[src/rtl/mbist_pkg.sv]
// mbist_pkg: controller state encoding, March C- element table
// and the data-background generator shared by the BIST blocks.
package mbist_pkg;

  localparam int MAX_DW = 64;

  typedef enum logic [3:0] {
    S_IDLE,
    S_PRIME,
    S_M0,
    S_M1,
    S_M2,
    S_M3,
    S_M4,
    S_M5,
    S_DRAIN,
    S_DONE
  } state_e;

  // Element table: one bit per state code (bit n = state value n).
  // PAIR marks two-op (r,w) elements; DOWN marks descending order.
  localparam logic [9:0] EL_DOWN = 10'b00_0110_0000;
  localparam logic [9:0] EL_PAIR = 10'b00_0111_1000;
  localparam logic [9:0] EL_RD   = 10'b00_1111_1000;
  localparam logic [9:0] EL_WR   = 10'b00_0111_1100;
  localparam logic [9:0] EL_RPOL = 10'b00_0101_0000;
  localparam logic [9:0] EL_WPOL = 10'b00_0010_1000;

  function automatic state_e next_elem(state_e s);
    state_e n;
    case (s)
      S_M0:    n = S_M1;
      S_M1:    n = S_M2;
      S_M2:    n = S_M3;
      S_M3:    n = S_M4;
      S_M4:    n = S_M5;
      default: n = S_DRAIN;
    endcase
    return n;
  endfunction

  function automatic logic [MAX_DW-1:0] pat(
    logic odd,
    logic bg,
    logic inv
  );
    logic [MAX_DW-1:0] p;
    p = '0;
    if (bg)
      p = odd ? {(MAX_DW/2){2'b10}}
              : {(MAX_DW/2){2'b01}};
    return inv ? ~p : p;
  endfunction

endpackage

[src/rtl/mbist_march_ctrl_if.sv]
// mbist_march_ctrl_if: memory-side port of the BIST controller
// (write_read/address/wdata out, rdata back from the memory).
interface mbist_march_ctrl_if #(
  parameter int DATA_WIDTH = 8,
  parameter int ADDR_WIDTH = 8
);

  logic                  write_read;
  logic [ADDR_WIDTH-1:0] address;
  logic [DATA_WIDTH-1:0] wdata;
  logic [DATA_WIDTH-1:0] rdata;

  modport master (
    output write_read,
    output address,
    output wdata,
    input  rdata
  );

  modport slave (
    input  write_read,
    input  address,
    input  wdata,
    output rdata
  );

endinterface

[src/rtl/mbist_march_ctrl_cmp.sv]
// mbist_cmp: read-compare pipeline aligned to the 2-cycle memory
// latency, with sticky pass, first-fail address and saturating count.
module mbist_cmp #(
  parameter int DW = 8,
  parameter int AW = 8,
  parameter int CW = 8
) (
  input  logic          clk,
  input  logic          rst_n,
  input  logic          clr_i,
  input  logic          rd_i,
  input  logic [DW-1:0] exp_i,
  input  logic [AW-1:0] addr_i,
  input  logic [DW-1:0] rdata_i,
  output logic          pass_o,
  output logic [AW-1:0] fail_addr_o,
  output logic [CW-1:0] fail_count_o
);

  logic          v1_q, v2_q;
  logic [DW-1:0] e1_q, e2_q;
  logic [AW-1:0] a1_q, a2_q;
  logic          pass_q, pass_d;
  logic [AW-1:0] fa_q, fa_d;
  logic [CW-1:0] fc_q, fc_d;
  logic          miss;

  always_ff @(posedge clk or negedge rst_n) begin
    if (!rst_n) begin
      v1_q <= 1'b0;
      v2_q <= 1'b0;
      e1_q <= '0;
      e2_q <= '0;
      a1_q <= '0;
      a2_q <= '0;
    end else begin
      v1_q <= rd_i;
      v2_q <= v1_q;
      e1_q <= exp_i;
      e2_q <= e1_q;
      a1_q <= addr_i;
      a2_q <= a1_q;
    end
  end

  assign miss = v2_q && (rdata_i != e2_q);

  // pass_q doubles as "no mismatch seen yet" for the first-fail latch
  always_comb begin
    pass_d = pass_q;
    fa_d   = fa_q;
    fc_d   = fc_q;
    if (clr_i) begin
      pass_d = 1'b1;
      fa_d   = '0;
      fc_d   = '0;
    end else if (miss) begin
      pass_d = 1'b0;
      if (pass_q)
        fa_d = a2_q;
      if (fc_q != '1)
        fc_d = fc_q + 1'b1;
    end
  end

  always_ff @(posedge clk or negedge rst_n) begin
    if (!rst_n) begin
      pass_q <= 1'b0;
      fa_q   <= '0;
      fc_q   <= '0;
    end else begin
      pass_q <= pass_d;
      fa_q   <= fa_d;
      fc_q   <= fc_d;
    end
  end

  assign pass_o       = pass_q;
  assign fail_addr_o  = fa_q;
  assign fail_count_o = fc_q;

endmodule

[src/rtl/mbist_march_ctrl.sv]
// mbist_march_ctrl: March C- BIST initiator driving a 2-cycle-latency
// memory port; all memory and status outputs are registered.
module mbist_march_ctrl
  import mbist_pkg::*;
#(
  parameter int DATA_WIDTH = 8,
  parameter int ADDR_WIDTH = 8,
  parameter int LAST_ADDR  = 2**ADDR_WIDTH-1,
  parameter int CNT_WIDTH  = 8
) (
  input  logic                  clk,
  input  logic                  rst_n,
  input  logic                  start,
  input  logic                  bg_sel,
  output logic                  busy,
  output logic                  done,
  output logic                  pass,
  output logic [ADDR_WIDTH-1:0] fail_addr,
  output logic [CNT_WIDTH-1:0]  fail_count,
  mbist_march_ctrl_if.master    mem
);

  localparam logic [ADDR_WIDTH-1:0] LAST =
    ADDR_WIDTH'(LAST_ADDR);

  state_e                st_q, st_d, nx;
  logic [ADDR_WIDTH-1:0] addr_q, addr_d;
  logic                  ph_q, ph_d;
  logic                  bg_q, bg_d;
  logic                  wr_q, wr_d;
  logic                  rd_q, rd_d;
  logic                  busy_q, busy_d;
  logic                  done_q, done_d;
  logic [DATA_WIDTH-1:0] wd_q, wd_d;
  logic [DATA_WIDTH-1:0] exp_q, exp_d;
  logic                  at_end;
  logic                  idle_start;

  assign idle_start = start && (st_q == S_IDLE);

  // ph_q: second op of an (r,w) pair, or second DRAIN cycle
  always_comb begin
    st_d   = st_q;
    addr_d = addr_q;
    ph_d   = ph_q;
    bg_d   = bg_q;
    nx     = next_elem(st_q);
    at_end = EL_DOWN[st_q] ? (addr_q == '0)
                           : (addr_q == LAST);
    unique case (st_q)
      S_IDLE: begin
        if (start) begin
          st_d   = S_PRIME;
          addr_d = '0;
          ph_d   = 1'b0;
          bg_d   = bg_sel;
        end
      end
      S_PRIME: begin
        st_d   = S_M0;
        addr_d = '0;
        ph_d   = 1'b0;
      end
      S_DRAIN: begin
        ph_d = ~ph_q;
        if (ph_q)
          st_d = S_DONE;
      end
      S_DONE: begin
        st_d = S_IDLE;
      end
      default: begin
        if (EL_PAIR[st_q] && !ph_q) begin
          ph_d = 1'b1;
        end else begin
          ph_d = 1'b0;
          if (at_end) begin
            st_d = nx;
            if (nx != S_DRAIN)
              addr_d = EL_DOWN[nx] ? LAST : '0;
          end else if (EL_DOWN[st_q]) begin
            addr_d = addr_q - 1'b1;
          end else begin
            addr_d = addr_q + 1'b1;
          end
        end
      end
    endcase
  end

  // wdata looks one op ahead: the memory commits the previous cycle's wdata
  always_comb begin
    wr_d   = EL_PAIR[st_d] ? ph_d : EL_WR[st_d];
    rd_d   = EL_PAIR[st_d] ? !ph_d : EL_RD[st_d];
    wd_d   = wd_q;
    exp_d  = DATA_WIDTH'(pat(addr_d[0], bg_d, EL_RPOL[st_d]));
    busy_d = (st_d != S_IDLE) && (st_d != S_DONE);
    done_d = (st_d == S_DONE);
    if (st_d == S_PRIME)
      wd_d = DATA_WIDTH'(pat(1'b0, bg_d, 1'b0));
    else if (wr_d && !EL_PAIR[st_d])
      wd_d = DATA_WIDTH'(pat(~addr_d[0], bg_d, EL_WPOL[st_d]));
    else if (rd_d && EL_PAIR[st_d])
      wd_d = DATA_WIDTH'(pat(addr_d[0], bg_d, EL_WPOL[st_d]));
  end

  always_ff @(posedge clk or negedge rst_n) begin
    if (!rst_n) begin
      st_q   <= S_IDLE;
      addr_q <= '0;
      ph_q   <= 1'b0;
      bg_q   <= 1'b0;
      wr_q   <= 1'b0;
      rd_q   <= 1'b0;
      busy_q <= 1'b0;
      done_q <= 1'b0;
      wd_q   <= '0;
      exp_q  <= '0;
    end else begin
      st_q   <= st_d;
      addr_q <= addr_d;
      ph_q   <= ph_d;
      bg_q   <= bg_d;
      wr_q   <= wr_d;
      rd_q   <= rd_d;
      busy_q <= busy_d;
      done_q <= done_d;
      wd_q   <= wd_d;
      exp_q  <= exp_d;
    end
  end

  assign busy           = busy_q;
  assign done           = done_q;
  assign mem.write_read = wr_q;
  assign mem.address    = addr_q;
  assign mem.wdata      = wd_q;

  mbist_cmp #(
    .DW (DATA_WIDTH),
    .AW (ADDR_WIDTH),
    .CW (CNT_WIDTH)
  ) u_cmp (
    .clk          (clk),
    .rst_n        (rst_n),
    .clr_i        (idle_start),
    .rd_i         (rd_q),
    .exp_i        (exp_q),
    .addr_i       (addr_q),
    .rdata_i      (mem.rdata),
    .pass_o       (pass),
    .fail_addr_o  (fail_addr),
    .fail_count_o (fail_count)
  );

endmodule
[src/flat_wrapper.sv]
// flat-port wrapper written by rule: the top's interface ports become plain ports
module mbist_march_ctrl_flat import mbist_pkg::*;
#(
  parameter int DATA_WIDTH = 8,
  parameter int ADDR_WIDTH = 8,
  parameter int LAST_ADDR  = 2**ADDR_WIDTH-1,
  parameter int CNT_WIDTH  = 8
)
  (clk, rst_n, start, bg_sel, busy, done, pass, fail_addr, fail_count, mem_write_read, mem_address, mem_wdata, mem_rdata);
  mbist_march_ctrl_if #(.DATA_WIDTH(DATA_WIDTH), .ADDR_WIDTH(ADDR_WIDTH)) mem_i ();
  input  logic clk;
  input  logic rst_n;
  input  logic start;
  input  logic bg_sel;
  output logic busy;
  output logic done;
  output logic pass;
  output logic [ADDR_WIDTH-1:0] fail_addr;
  output logic [CNT_WIDTH-1:0] fail_count;
  output wire logic [$bits(mem_i.write_read)-1:0] mem_write_read;
  output wire logic [$bits(mem_i.address)-1:0] mem_address;
  output wire logic [$bits(mem_i.wdata)-1:0] mem_wdata;
  input wire logic [$bits(mem_i.rdata)-1:0] mem_rdata;
  assign mem_write_read = mem_i.write_read;
  assign mem_address = mem_i.address;
  assign mem_wdata = mem_i.wdata;
  assign mem_i.rdata = mem_rdata;
  mbist_march_ctrl #(.DATA_WIDTH(DATA_WIDTH), .ADDR_WIDTH(ADDR_WIDTH), .LAST_ADDR(LAST_ADDR), .CNT_WIDTH(CNT_WIDTH)) u_core (.clk(clk), .rst_n(rst_n), .start(start), .bg_sel(bg_sel), .busy(busy), .done(done), .pass(pass), .fail_addr(fail_addr), .fail_count(fail_count), .mem(mem_i));
endmodule
[config.mk]
export PLATFORM = sky130hd
export DESIGN_NAME = mbist_march_ctrl_flat
export DESIGN_NICKNAME = d
export VERILOG_FILES = /design/src/rtl/mbist_pkg.sv /design/src/rtl/mbist_march_ctrl_if.sv /design/src/rtl/mbist_march_ctrl_cmp.sv /design/src/rtl/mbist_march_ctrl.sv /design/src/flat_wrapper.sv
export SDC_FILE = /design/constraint.sdc
export NUM_CORES = 1
export LEC_CHECK = 0
export CAP_MARGIN = 20
export CORE_MARGIN = 2
export CORE_UTILIZATION = 49
export DETAILED_ROUTE_END_ITERATION = 16
export GPL_ROUTABILITY_DRIVEN = 0
export MAX_ROUTING_LAYER = met4
export PLACE_DENSITY = 0.76
export SKIP_LAST_GASP = 1
export SYNTH_ARGS = -nofsm -noshare
export SYNTH_HDL_FRONTEND = slang
export SYNTH_SLANG_ARGS = --single-unit
[constraint.sdc]
create_clock -name clk -period 2.95 [get_ports clk]
set_input_delay 0.59 -clock clk [delete_from_list [all_inputs] [get_ports clk]]
set_output_delay 0.59 -clock clk [all_outputs]
set_load 0.01 [all_outputs]
==> summary.md <==
| Metric | Value |
|---|---|
| Die Wd | `83.6 um` |
| Clk sinks | `61` |
| Most frequent cells in the layout | `dfrtp_1 (59), clkdlybuf4s50_1 (46), nor2_1 (35), nand2_1 (24), buf_4 (21)` |
| Critical path launch point type | `flip-flop` |
| Non-filler instance count after layout | `437` |
| Mapped Area | `3100 um^2` |
| Fin crit share | `0.964` |
| Max_slew headroom | `0.578` |
| Worst-path clk slew | `0.07 ns` |
| ANT cells | `0` |
| Core area | `6030 um^2` |
| Commonest non-fill, non-tap cell in the layout | `dfrtp_1` |
| Critical Path RT | `3.21 ns` |
| GR Util met3 | `0.0613` |
| Worst min path class | `in -> async` |
| Hold Vio Cnt, Final | `0` |
| Final min period | `2.84 ns` |
| Via/cell ratio | `5.55` |
| Met1 Use GR | `0.270` |
| Max-Cap Viols | `0` |
| Synth cell types | `61` |
| Mapped Nets | `317` |
| Worst Max-Slew Pin Slew | `0.630 ns` |
| Post-synth EDFFs | `0` |
| Synth-to-Final Area Change | `28.1%` |
| Routing usage on met2 | `0.314` |
| Outcome | `finished, final reports clean` |
| P_sw | `449 uW` |
| Ys flop type | `dfrtp_1` |
| Lkg Pwr | `0.00181 uW` |
| Critical path type | `reg -> reg` |
| CTS tree | `built` |
| PD cells | `457 nW/um^2` |
| Die height | `83.6 um` |
| IO Count | `48` |
| Layout cells sized above 1 | `0.166` |
| Register bit count reported by yosys | `61` |
| H-tree levels | `3` |
| Hold-fix buffers, CTS | `0` |
| NumNets Final | `383` |
| Syn Inst Count | `291` |
| Clk buf depth | `2` |
| Vias | `2,424` |
| Total grt overflow | `0` |
| Initial DRT Pass Iterations | `4` |
| Syn_area_per_cell | `10.7 um^2` |
| CP Capture Type | `flip-flop` |
| Post-DP Area | `3690 um^2` |
| DR WL/cell | `15.2 um` |
| F_max | `352 MHz` |
| Root buf cell | `clkbuf_8` |
| Detailed placement HPWL | `4.77 mm` |
| Total GRT Usage | `0.208` |
| Crit path DAT | `3.10 ns` |
| Cells after DPL | `416` |
| Setup WS post-layout | `0.107 ns` |
| Sw frac | `0.247` |
| First-pass GRT wire length | `11.3 mm` |
| Pin count of the biggest net entering global routing | `37` |
| Clock power frac | `0.397` |
| Final instance area | `3970 um^2` |
| Die area | `6980 um^2` |
| GR peak layer | `met2` |
| Post-route ant nets | `0` |
| DRC | `0` |
| Initial DRC Count | `97` |
| Final WL | `6.66 mm` |
| Clock Skew | `0.00889 ns` |
| Final Max Tran Viols | `0` |
| Number of global-route vias before repair | `2,374` |
| Sequential area share after synthesis | `0.492` |
| Worst R2R Setup Slack | `0.11 ns` |
| Port bufs | `47` |
| Combinational share of power | `0.097` |
| Initial antenna violation count | `0` |
| Pre-CTS setup slack | `0.0492 ns` |
| Worst Path Max Fanout | `7` |
| Skew-Pair Late Insertion Delay | `0.34 ns` |
| Final setup fails | `0` |
| Cell Int Power | `1370 uW` |
| Maximum vdd ir drop | `0.324 mV` |
| Fraction of registers with async set/reset | `1.00` |
| Warnings, synthesis | `0` |
| Seq pwr share | `0.506` |
| Num CTS Buffers | `9` |
| Initial Util | `0.515` |
| Site Rows | `28` |
## final timing paths
check / end / depth (start not counted) / start
worst max-delay path: u_core.mem.wdata[5]$_DFFE_PN0P_ / 10 / u_core.st_q[0]$_DFF_PN0_
worst min-delay path: u_core.u_cmp.fail_addr_o[2]$_DFFE_PN0P_ / 2 / rst_n
worst max register to register: u_core.mem.wdata[5]$_DFFE_PN0P_ / 10 / u_core.st_q[0]$_DFF_PN0_
worst min register to register: u_core.u_cmp.a2_q[6]$_DFF_PN0_ / 0 / u_core.u_cmp.a1_q[6]$_DFF_PN0_
max in group asynchronous: u_core.st_q[1]$_DFF_PN0_ / 2 / rst_n
min in group clk: u_core.u_cmp.a2_q[6]$_DFF_PN0_ / 0 / u_core.u_cmp.a1_q[6]$_DFF_PN0_
## critical path: stages, from the launching register on
cell and delay [ns]:
dfrtp_2 0.45, buf_4 0.16, ha_4 0.18, or4b_1 0.52, o31ai_1 0.11, o221a_2 0.26
o211ai_1 0.17, nand3_2 0.14, nand2_1 0.07, or4_1 0.51, a32oi_1 0.20
## synthesized netlist by cell type, drive strengths merged, types with 5 or more instances
cell type	instances	area, um^2
ha	13	163
buf	11	81.3
o21ai	12	60.1
inv	10	37.5
nand3	5	30.0
nor2	35	131
a21oi	13	68.8
a31oi	5	31.3
or3	5	36.3
dfrtp	61	1530
xnor2	7	61.3
mux2i	12	120
o21bai	5	37.5
xor2	9	78.8
nand2	24	90.1
## state kept, by name (all words and copies together) (netlist names), 4 cells and up
register and cells:
u_core.u_cmp.fail_addr_o 8, u_core.mem.address 8, u_core.u_cmp.a2_q 8, u_core.u_cmp.fail_count_o 8, u_core.st_q 4, u_core.u_cmp.a1_q 8
## layout make-up
type	instances	area (um^2)
Fill cell	478	2050
Sequential cell	61	1530
Multi-Input combinational cell	206	1480
Timing Repair Buffer	68	623
Clock buffer	9	124
Tap cell	75	93.8
Clock inverter	7	73.8
Inverter	11	53.8
## power groups by stage
| stage | registers [uW] | clock network, uW | logic, uW |
|---|---|---|---|
| final | 920 | 721 | 177 |
| after global routing | 927 | 779 | 193 |
| after CTS | 919 | 738 | 180 |
| after detailed placement | 935 | 0 | 179 |
| after global placement | 933 | 0 | 174 |
| after floorplan | 944 | 0 | 44.5 |
## cells by family after synthesis
logic type               synth area share
AND/OR/NAND/NOR                     0.165
AO/OA/AOI/OAI                       0.154
flip-flops                          0.492
buffers and inverters              0.0460
XOR/XNOR                           0.0452
adder cells (fa/ha/maj)            0.0589
multiplexers                       0.0387
## repair_timing
item	in CTS	in global routing
gates resized for setup	0	13
buffers inserted	0	5
setup endpoints to repair	0	3
## stage by stage
stage	hold slack [ns]	power (uW)	util	setup TNS, ns
floorplan	0.294	989	-	0
global placement	0.331	1110	0.613	0
detailed placement	0.335	1110	0.613	0
CTS	0.244	1840	0.646	0
global route	0.257	1900	0.659	-0.0431
finish	0.248	1820	0.659	0
## routing by layer
metal  vias to the layer above  share of wire
met5                         -              0
met4                         0          0.012
met3                         9          0.061
met2                        68           0.48
met1                      1174           0.45
li1                       1173              -
Power figures use the tool's default switching activity.
